### src/rtl/fetch_unit.sv
// fetch_unit -- instruction fetch front end.
//
// Walks the PC sequentially, issuing one read per cycle to an instruction
// memory with a fixed 1-cycle read latency. Returned words go into a small
// in-order fetch queue that is presented to decode with a valid/ready
// handshake. An all-zero instruction word ends the program: fetch stops,
// the queue drains, and done is raised and held until reset.
//
// Ports:
//   clk          clock, rising edge
//   rst          synchronous reset, active high
//   imem_req     read request this cycle
//   imem_addr    byte address of the request (current PC)
//   imem_rdata   read data, valid the cycle after imem_req
//   instr_out    instruction at the queue head
//   pc_out       PC of instr_out
//   instr_valid  queue head is valid
//   instr_ready  decode accepts the head this cycle
//   queue_count  current queue occupancy
//   done         program terminated and fully drained
module fetch_unit #(
  parameter int          INSTR_WIDTH = 32,
  parameter int          ADDR_WIDTH  = 32,
  parameter int unsigned PC_RESET    = 0,
  parameter int          QUEUE_DEPTH = 4
) (
  input  logic                           clk,
  input  logic                           rst,
  output logic                           imem_req,
  output logic [ADDR_WIDTH-1:0]          imem_addr,
  input  logic [INSTR_WIDTH-1:0]         imem_rdata,
  output logic [INSTR_WIDTH-1:0]         instr_out,
  output logic [ADDR_WIDTH-1:0]          pc_out,
  output logic                           instr_valid,
  input  logic                           instr_ready,
  output logic [$clog2(QUEUE_DEPTH):0]   queue_count,
  output logic                           done
);

  localparam int PW = $clog2(QUEUE_DEPTH);
  localparam int CW = PW + 1;

  typedef enum logic [1:0] {FETCH, DRAIN, DONE} state_t;

  state_t                  state_reg, state_next;
  logic [ADDR_WIDTH-1:0]   pc_reg;
  logic [ADDR_WIDTH-1:0]   req_pc_reg;
  logic                    inflight_reg;
  logic [CW-1:0]           count_reg;
  logic [PW-1:0]           wr_ptr_reg;
  logic [PW-1:0]           rd_ptr_reg;
  logic                    done_reg;

  logic [INSTR_WIDTH-1:0]  q_instr [QUEUE_DEPTH];
  logic [ADDR_WIDTH-1:0]   q_pc    [QUEUE_DEPTH];

  logic credit_ok;
  logic resp_valid;
  logic is_term;
  logic enq;
  logic deq;

  // Credit check counts the outstanding read as occupied; a dequeue in the
  // same cycle deliberately does not free a slot, which keeps the check
  // off the instr_ready path.
  assign credit_ok  = (count_reg + CW'(inflight_reg)) < CW'(QUEUE_DEPTH);
  assign imem_req   = (state_reg == FETCH) && !rst && credit_ok;
  assign imem_addr  = pc_reg;

  // Responses only matter while still fetching; anything arriving in
  // DRAIN or DONE belongs to a cancelled request.
  assign resp_valid = inflight_reg && (state_reg == FETCH);
  assign is_term    = resp_valid && (imem_rdata == '0);
  assign enq        = resp_valid && (imem_rdata != '0);
  assign deq        = instr_valid && instr_ready;

  assign instr_valid = (count_reg != '0);
  assign instr_out   = q_instr[rd_ptr_reg];
  assign pc_out      = q_pc[rd_ptr_reg];
  assign queue_count = count_reg;
  assign done        = done_reg;

  always_comb begin
    state_next = state_reg;
    case (state_reg)
      FETCH:   if (is_term) state_next = DRAIN;
      DRAIN:   if ((count_reg == '0) && !inflight_reg) state_next = DONE;
      DONE:    state_next = DONE;
      default: state_next = FETCH;
    endcase
  end

  always_ff @(posedge clk) begin
    if (rst) begin
      state_reg    <= FETCH;
      pc_reg       <= ADDR_WIDTH'(PC_RESET);
      req_pc_reg   <= ADDR_WIDTH'(PC_RESET);
      inflight_reg <= 1'b0;
      count_reg    <= '0;
      wr_ptr_reg   <= '0;
      rd_ptr_reg   <= '0;
      done_reg     <= 1'b0;
    end else begin
      state_reg <= state_next;
      if (imem_req) begin
        pc_reg     <= pc_reg + ADDR_WIDTH'(4);
        req_pc_reg <= pc_reg;
      end
      // A request issued alongside the terminator is cancelled by never
      // marking it in flight; pc is not rewound since fetch is over.
      inflight_reg <= imem_req && !is_term;
      if (enq) wr_ptr_reg <= wr_ptr_reg + PW'(1);
      if (deq) rd_ptr_reg <= rd_ptr_reg + PW'(1);
      case ({enq, deq})
        2'b10:   count_reg <= count_reg + CW'(1);
        2'b01:   count_reg <= count_reg - CW'(1);
        default: count_reg <= count_reg;
      endcase
      if ((state_reg == DRAIN) && (state_next == DONE)) done_reg <= 1'b1;
    end
  end

  // Queue storage: no reset needed, occupancy alone decides validity.
  for (genvar gi = 0; gi < QUEUE_DEPTH; gi++) begin : g_entry
    always_ff @(posedge clk) begin
      if (enq && (wr_ptr_reg == PW'(gi))) begin
        q_instr[gi] <= imem_rdata;
        q_pc[gi]    <= req_pc_reg;
      end
    end
  end

endmodule

### config.mk
export PLATFORM = sky130hd
export DESIGN_NAME = fetch_unit
export DESIGN_NICKNAME = d
export VERILOG_FILES = /design/src/rtl/fetch_unit.sv
export SDC_FILE = /design/constraint.sdc
export NUM_CORES = 1
export LEC_CHECK = 0
export BUFFER_PORTS_ARGS = -buffer_cell sky130_fd_sc_hd__buf_2
export CAP_MARGIN = 30
export CORE_MARGIN = 2
export CORE_UTILIZATION = 40
export CTS_BUF_LIST = sky130_fd_sc_hd__clkbuf_16
export DETAILED_ROUTE_END_ITERATION = 10
export PLACE_DENSITY = 0.61
export SETUP_SLACK_MARGIN = 0.5
export SLEW_MARGIN = 20
export SYNTH_ARGS = -nofsm -noshare
export SYNTH_HDL_FRONTEND = slang
export SYNTH_SLANG_ARGS = --single-unit
### constraint.sdc
create_clock -name clk -period 8.05 [get_ports clk]
set_input_delay 0.805 -clock clk [delete_from_list [all_inputs] [get_ports clk]]
set_output_delay 0.805 -clock clk [all_outputs]
set_load 0.01 [all_outputs]
Yosys cells after proc, flatten, opt, wreduce, memory -nomap -nowiden

Memories as Yosys holds them, arrays and structs flattened. A register that Yosys moved wholly into a read port is not among the register bits.
Index checks and enable logic that the tools add are counted.

Bits in registers: 75
RAM bits: 256
Input bits: 35
Word-level logic and storage cells: 88
Memories: 2

Add/sub/neg operators: 6
Magnitude comparators: 1
Equal/unequal tests: 8
Multiplexer cells: 34
Reductions and logical operators: 29

Memory list:

| memory  | words | bits a word | rd ports | clocked after memory_dff | write ports | line | RTL |
|---|---|---|---|---|---|---|---|
| q_instr | 4     | 32          | 1        | 1                        | 1           | 54   | `logic [INSTR_WIDTH-1:0] q_instr [QUEUE_DEPTH];` |
| q_pc    | 4     | 32          | 1        | 1                        | 1           | 55   | `logic [ADDR_WIDTH-1:0] q_pc [QUEUE_DEPTH];` |

Operators with widths:

| kind                                                | count |
|---|---|
| two-way mux 32 bit                                  | 6 |
| OR reduction 32 bit                                 | 6 |
| adder 32 x 3 -> 32 bit, second input constant       | 1 |
| zero test 32 bit                                    | 1 |
| nonzero test 32 bit                                 | 1 |
| two-way mux 2 bit                                   | 12 |
| two-way mux 1 bit                                   | 14 |
| logical AND 1 bit                                   | 13 |
| equality test 2 bit, second input constant          | 5 |
| equality test 2 x 1 -> 1 bit, second input constant | 3 |
| one-hot mux 2 bit (3 select lines)                  | 1 |
| one-hot mux 3 bit (2 select lines)                  | 1 |
| adder 2 x 1 -> 2 bit, second input constant         | 2 |
| zero test 2 bit                                     | 2 |
| adder 3 x 1 -> 3 bit                                | 1 |
| adder 3 x 1 -> 3 bit, second input constant         | 1 |
| zero test 1 bit                                     | 3 |
| zero test 3 bit                                     | 1 |
| less-than comparator 3 bit, second input constant   | 1 |
| nonzero test 3 bit                                  | 1 |
| subtractor 3 x 1 -> 3 bit, second input constant    | 1 |
| nonzero test 2 bit                                  | 1 |

Longest topological paths before layout

Gate-level depths: netlist of the first run.

Word-level depth: 10
Mapped depth: 11
Gate-level depth less buffers: 11

Least setup slack after synthesis of the first run

No wires, ideal clock.

Kind: input -> register
Start point: in imem_rdata[16]
End point: mem q_instr[0][0] (enable)
Setup time: 427 ps
Data arrival time: 2644 ps
Slack: 4979 ps
Cell stages on the path: 5
Buffers on the path: 0
Path through: nor4_1 nand4_1 nor2_1 nor2_1 and2_1

Word-level cells in the longest chain between the ends: 9
Elaborated cells on any way between the ends: 23

Ends and longest elaborated chain:

| item                                                                                 | line | RTL |
|---|---|---|
| start, declared                                                                      | 31   | `input logic [INSTR_WIDTH-1:0] imem_rdata,` |
| nonzero test 32 bit *                                                                | 74   | `assign enq = resp_valid && (imem_rdata != '0);` |
| logical AND 1 bit *                                                                  | 74   |  |
| logical AND 1 bit                                                                    | 126  | `if (enq && (wr_ptr_reg == PW'(gi))) begin` |
| two-way mux 1 bit                                                                    | 126  |  |
| two-way mux 1 bit (not written as such)                                              | 127  | `q_instr[gi] <= imem_rdata;` |
| OR reduction 32 bit (no line)                                                        | n/a  |  |
| two-way mux 2 bit (no line) / two-way mux 1 bit (equally long branches) (3 in a row) | n/a  |  |
| end, declared                                                                        | 54   |  |

Every way passes the cells marked *; elsewhere a longest branch is shown, timed or not.

==> load_flow_metrics.sql, run 1 <==
INSERT INTO impl_metrics (metric_group, metric, value, unit) VALUES
('layout', 'seq_area', '8910', 'µm²'),
('synthesis', 'synth-adder-area-share', '0.791', '%'),
('synthesis', 'synthFlopType', 'sky130_fd_sc_hd__edfxtp_1', ''),
('cts', 'htreeDepth', '2', ''),
('grt', 'first_global_vias', '6628', ''),
('die', 'initial_utilization', '40.6', '%'),
('sta', 'max_slew_margin', '43.0', '%'),
('placed_design', 'detailed_place.area', '13200', 'µm²'),
('route', 'postRouteWirelength', '24800', 'µm'),
('layout', 'final_cells', '1258', ''),
('route', 'num_vias', '6468', ''),
('setup_path', 'arrival_worst_endpoint', '2790', 'ps'),
('sta', 'final_cycle_share', '44.6', '%'),
('placed_design', 'gp_congestion', '0.748', ''),
('synthesis', 'dominant_combinational_cell_family_by_area_after_synthesis', 'multiplexers', ''),
('layout', 'num-nets-final', '884', ''),
('synthesis', 'yosysWarningCount', '0', ''),
('die', 'dieArea', '31500', 'µm²'),
('setup_path', 'path_buf_inv', '2', ''),
('synthesis', 'synthesis.area', '12000', 'µm²'),
('setup_path', 'worst_path_largest_cell_delay', '760', 'ps'),
('sta', 'post-route-min-period', '3590', 'ps'),
('grt', 'track_usage', '16.2', '%'),
('sta', 'finalMaxSlewViolations', '0', ''),
('layout', 'layout.cells.most_common_list', 'sky130_fd_sc_hd__edfxtp_1, sky130_fd_sc_hd__buf_2, sky130_fd_sc_hd__dfxtp_1, sky130_fd_sc_hd__nand2_1, sky130_fd_sc_hd__mux4_2', ''),
('job', 'max_cap_violations', '0', ''),
('grt', 'initial_antenna_violation_count', '0', ''),
('setup_path', 'timing.rr.start', 'queue_count[2]', ''),
('synthesis', 'sequential_area_share_after_synthesis', '74.1', '%'),
('die', 'die_x', '177', 'µm'),
('layout', 'post_route_cells_drive_above_1_share', '31.3', '%'),
('placed_design', 'io_buffers', '132', ''),
('setup_path', 'criticalPathCategory', 'register to primary output', ''),
('layout', 'flow.area_growth_from_synthesis', '19.6', '%'),
('layout', 'top_register', 'q_instr', ''),
('layout', 'multi_input_gate_area_in_the_final_layout', '2940', 'µm²'),
('layout', 'largest_reg_flops', '128', ''),
('die', 'site_rows', '63', ''),
('sta', 'setup-tns-final', '0', 'ps'),
('die', 'ioPinCount', '137', ''),
('synthesis', 'synth.lib_cells_used.distinct', '39', ''),
('cts', 'postCtsHoldBufs', '0', ''),
('route', 'route.detailed.wl_per_inst', '19.7', 'µm'),
('die', 'fp.coreArea', '29600', 'µm²'),
('route', 'detailedRoute.firstPassIterationCount', '5', ''),
('layout', 'final_common_cell', 'sky130_fd_sc_hd__edfxtp_1', ''),
('pwr', 'static_leak', '0.00501', 'µW'),
('synthesis', 'avgSynthCellArea', '17.3', 'µm²'),
('route', 'drt_iter0_markers', '395', ''),
('synthesis', 'yosys-mux-area-fraction', '11.7', '%'),
('hold_path', 'hp-start', 'done', ''),
('hold_path', 'worst_hold_path_type', 'register to register', ''),
('setup_path', 'critical_path.slowest_cell', 'sky130_fd_sc_hd__buf_4', ''),
('cts', 'postCtsSetupBuffers', '0', ''),
('synthesis', 'edff_count_synth', '248', ''),
('cts', 'clock_tree.buffer_depth', '3', ''),
('layout', 'fillCellCount', '2574', ''),
('cts', 'insertion_delay', '510', 'ps'),
('layout', 'postLayoutCellArea', '14400', 'µm²'),
('outcome', 'status', 'completed', ''),
('pwr', 'ir_worst_vdd', '0.132', 'mV'),
('setup_path', 'worstSetupEndpointType', 'primary output', ''),
('die', 'die_y', '177', 'µm'),
('sta', 'setup_viol', '0', ''),
('placed_design', 'hpwlAfterDp', '15400', 'µm'),
('synthesis', 'synth-xor-area-share', '1.69', '%'),
('setup_path', 'required', '7240', 'ps'),
('cts', 'clkSlewWorstSetupHoldPaths', '60', 'ps'),
('sta', 'clock.fmax', '0.278', 'GHz'),
('setup_path', 'cp_max_fo', '40', ''),
('sta', 'finalHoldViolCount', '0', '');
==> path summary, 6_finish.rpt <==
| check | end | slack, ps | cells past startpoint |
|---|---|---|---|
| max | pc_out[6] | 4460 | 3 |
| min | done | 450 | 2 |
| max reg2reg | queue_count[2] | 5770 | 8 |
| min reg2reg | done | 450 | 2 |
==> logic make-up (layout without fill, tap and decap cells) <==
kind of cell    after synthesis  in the layout
compound gates               40             40
buf+inv                      47            217
other cells                   1              4
fa+ha+maj                     7              7
flops                       321            321
mux                          63             63
xor+xnor                     21             21
simple gates                195            195
==> metrics by stage <==
| step | utilization [%] | hold slack (ps) |
|---|---|---|
| after floorplan | - | 460 |
| after global placement | 44.1 | 439 |
| after detailed placement | 44.7 | 438 |
| after CTS | 48.6 | 452 |
| after global routing | 48.6 | 503 |
| final | 48.6 | 453 |
==> worst min-delay path, cell delays in order, from the launching register on <==
cell                      delay [ps]
sky130_fd_sc_hd__dfxtp_1         310
sky130_fd_sc_hd__inv_1            50
sky130_fd_sc_hd__a21oi_1          50
==> power by group <==
group	leakage (µW)	switching, µW	total, µW	internal [µW]
sequential	0.00280	89.8	2080	1990
clock	0.000589	612	1570	956
combinational	0.00162	506	940	435
total	0.00501	1210	4590	3380
==> cell type report <==
class	count	share of cell area, %
sequential	321	61.9
timing repair buffer	143	6.00
clock buffer	37	6.43
inverter	12	0.313
clock inverter	25	1.50
tap	390	3.39
multi-input combinational	330	20.4
==> metal layers <==
metal	vias up	GRT usage [%]	share of wire, %
met5	-	0	0
li1	3004	-	-
met4	0	4.06	1.5
met1	3283	22.2	45
met2	151	26.4	48
met3	30	3.62	5.6
==> synth_stat cells (2+ instances only) <==
master	n	area share, %
sky130_fd_sc_hd__edfxtp_1	248	62
sky130_fd_sc_hd__dfxtp_1	73	12
sky130_fd_sc_hd__nand2_1	66	2.1
sky130_fd_sc_hd__mux4_2	62	12
sky130_fd_sc_hd__nand3_1	37	1.5
sky130_fd_sc_hd__nor2_1	28	0.87
sky130_fd_sc_hd__a21oi_1	19	0.79
sky130_fd_sc_hd__o21ai_0	18	0.75
sky130_fd_sc_hd__nand4_1	17	0.88
sky130_fd_sc_hd__xor2_1	16	1.2
sky130_fd_sc_hd__clkbuf_1	15	0.47
sky130_fd_sc_hd__or3_1	15	0.78
sky130_fd_sc_hd__inv_1	12	0.37
sky130_fd_sc_hd__buf_2	10	0.42
sky130_fd_sc_hd__nor4_1	8	0.42
sky130_fd_sc_hd__and2_1	7	0.36
sky130_fd_sc_hd__buf_1	6	0.19
sky130_fd_sc_hd__ha_1	6	0.62
sky130_fd_sc_hd__and3_1	5	0.26
sky130_fd_sc_hd__buf_4	4	0.25
sky130_fd_sc_hd__xnor2_1	4	0.29
sky130_fd_sc_hd__and4_2	2	0.17
No activity file was read; power rests on OpenSTA's default activity.
==> inputs of run 2 (changes only) <==
==> constraint.sdc (replaced) <==
create_clock -name clk -period 3.4 [get_ports clk]
set_input_delay 0.34 -clock clk [delete_from_list [all_inputs] [get_ports clk]]
set_output_delay 0.34 -clock clk [all_outputs]
set_load 0.01 [all_outputs]
==> load_flow_metrics.sql, run 2 (synthesis gave the netlist of run 1 again) <==
INSERT INTO impl_metrics (metric_group, metric, value, unit) VALUES
('outcome', 'status', 'completed', ''),
('layout', 'top_register', 'q_instr', ''),
('cts', 'number_of_gates_resized_after_cts', '0', ''),
('die', 'ioPinCount', '137', ''),
('placed_design', 'gp_congestion', '0.750', ''),
('pwr', 'power-per-cell-area', '757', 'nW/µm²'),
('layout', 'largest_reg_flops', '128', ''),
('die', 'die_y', '177', 'µm'),
('pwr', 'ir_worst_vdd', '0.351', 'mV'),
('setup_path', 'critical_path.slowest_cell', 'sky130_fd_sc_hd__xor2_4', ''),
('sta', 'clock.fmax', '0.381', 'GHz'),
('setup_path', 'worst_r2r_path_depth', '8', ''),
('cts', 'postCtsHoldBufs', '0', ''),
('layout', 'n_antenna_cell', '0', ''),
('setup_path', 'worst_r2r_endpoint', 'queue_count[2]', ''),
('sta', 'finalHoldViolCount', '0', ''),
('grt', 'grt_first_pass_wirelength', '37700', 'µm'),
('grt', 'track_usage', '15.9', '%'),
('route', 'postRouteAntennaNets', '0', ''),
('sta', 'hold_ws', '69.3', 'ps'),
('setup_path', 'worstSetupEndpointType', 'primary output', ''),
('setup_path', 'cp_cell_sequence', 'nand3_1 -> xor2_4 -> nand2_1 -> inv_1 -> buf_4 -> buf_2', ''),
('die', 'dieArea', '31500', 'µm²'),
('sta', 'slew_at_the_pin_closest_to_its_max_slew_limit', '653', 'ps'),
('route', 'avgViaCountPerCell', '5.09', ''),
('grt', 'gr-total-overflow', '0', ''),
('cts', 'insertion_delay', '500', 'ps'),
('setup_path', 'required', '3060', 'ps'),
('hold_path', 'min_delay_path_depth', '1', ''),
('layout', 'final_common_cell', 'sky130_fd_sc_hd__edfxtp_1', ''),
('cts', 'clock_tree.buffer_depth', '3', ''),
('placed_design', 'hpwlAfterDp', '15500', 'µm'),
('cts', 'postCtsSetupBuffers', '0', ''),
('sta', 'setup_slack', '777', 'ps'),
('pwr', 'static_leak', '0.00503', 'µW'),
('route', 'detailedRoute.firstPassIterationCount', '4', ''),
('sta', 'setup-tns-final', '0', 'ps'),
('sta', 'finalMaxSlewViolations', '0', ''),
('setup_path', 'timing.critical_path.from_type', 'register', ''),
('job', 'max_cap_violations', '0', ''),
('cts', 'cts_buffers', '35', ''),
('cts', 'clkSlewWorstSetupHoldPaths', '60', 'ps'),
('grt', 'initial_antenna_violation_count', '0', ''),
('sta', 'post-route-min-period', '2620', 'ps'),
('die', 'site_rows', '63', ''),
('die', 'fp.coreArea', '29600', 'µm²'),
('sta', 'final_cycle_share', '77.1', '%'),
('route', 'drt_iter0_markers', '551', ''),
('layout', 'flow.area_growth_from_synthesis', '19.9', '%'),
('hold_path', 'worst_hold_path_type', 'input pin to register', ''),
('die', 'initial_utilization', '40.6', '%'),
('cts', 'tritoncts', 'built', ''),
('hold_path', 'hold_path_end', 'q_instr[0][16]', ''),
('sta', 'setup_viol', '0', ''),
('setup_path', 'criticalPathCategory', 'register to primary output', ''),
('setup_path', 'worst_path_largest_cell_delay', '500', 'ps'),
('setup_path', 'arrival_worst_endpoint', '2280', 'ps'),
('grt', 'grt_start_max_net_pins', '45', ''),
('layout', 'num-nets-final', '890', ''),
('cts', 'clock_tree.root_cell', 'sky130_fd_sc_hd__clkbuf_16', ''),
('die', 'die_x', '177', 'µm'),
('sta', 'max_slew_margin', '56.5', '%'),
('route', 'route.detailed.wl_per_inst', '19.6', 'µm'),
('cts', 'htreeDepth', '2', ''),
('placed_design', 'dp_worst_setup_slack', '242', 'ps'),
('route', 'num_vias', '6425', ''),
('setup_path', 'cp_max_fo', '18', ''),
('route', 'post-route-drc-count', '0', ''),
('cts', 'clock_sink_count', '321', ''),
('setup_path', 'timing.rr.start', 'queue_count[2]', ''),
('layout', 'layout.cells.most_common_list', 'sky130_fd_sc_hd__edfxtp_1, sky130_fd_sc_hd__buf_2, sky130_fd_sc_hd__dfxtp_1, sky130_fd_sc_hd__nand2_1, sky130_fd_sc_hd__mux4_2', ''),
('sta', 'unrepaired_setup_endpoints_after_global_routing', 'no', ''),
('hold_path', 'hp-start', 'imem_rdata[16]', ''),
('sta', 'fin_worst_skew', '18.2', 'ps'),
('setup_path', 'timing.reg2reg.setup_slack', '1050', 'ps'),
('layout', 'post_route_cells_drive_above_1_share', '32.4', '%'),
('placed_design', 'io_buffers', '132', ''),
('layout', 'reg.largest.list', 'q_instr x128, q_pc x120', ''),
('route', 'postRouteWirelength', '24700', 'µm'),
('grt', 'first_global_vias', '6423', '');
[run 2: layout make-up]
type,instances,area [µm²]
Sequential cell,321,8910
Fill cell,2554,15200
Timing Repair Buffer,148,878
Clock inverter,25,229
Inverter,12,45.0
Tap cell,390,488
Clock buffer,37,926
Multi-Input combinational cell,330,2940
[run 2: worst max path at each step]
stage | from | to | cells after the start | slack [ps]
5_1_grt | inflight_reg | imem_req | 6 | 620
2_1_floorplan | state_reg[1] | q_instr[0][0] | 4 | 740
3_5_place_dp | imem_rdata[25] | queue_count[2] | 13 | 240
6_report | inflight_reg | imem_req | 6 | 780
3_3_place_gp | imem_rdata[25] | queue_count[2] | 13 | 280
4_1_cts | register | pc_out[8] | 3 | 700
[run 2: per-stage QoR]
step | utilization, % | cells | instance area (µm²) | total power [µW]
3_3_place_gp | 44.4 | 1197 | 13200 | 7280
6_report | 48.6 | 1263 | 14400 | 10900
3_5_place_dp | 44.7 | 1201 | 13300 | 7340
2_1_floorplan | - | 698 | 12000 | 6410
5_1_grt | 48.6 | 1263 | 14400 | 11400
4_1_cts | 48.6 | 1263 | 14400 | 11100
[run 2: critical path, delay by kind of cell, from the launching register on]
kind	cells	cell delay, ps
xor+xnor	1	500
buf+inv	3	490
flops	1	450
simple gates	2	360
[run 2: routing by layer]
metal / part of all wire, % / track usage (%)
met5: 0 / 0
met4: 1.2 / 3.38
met3: 6.5 / 3.96
met2: 48 / 25.6
met1: 44 / 21.9
[run 2: report_power, final]
group          internal, µW  switching [µW]  total [µW]  leakage, µW
combinational          1050            1180        2230      0.00164
sequential             4720             225        4940      0.00280
clock                  2280            1460        3740     0.000594
total                  8040            2870       10900      0.00503
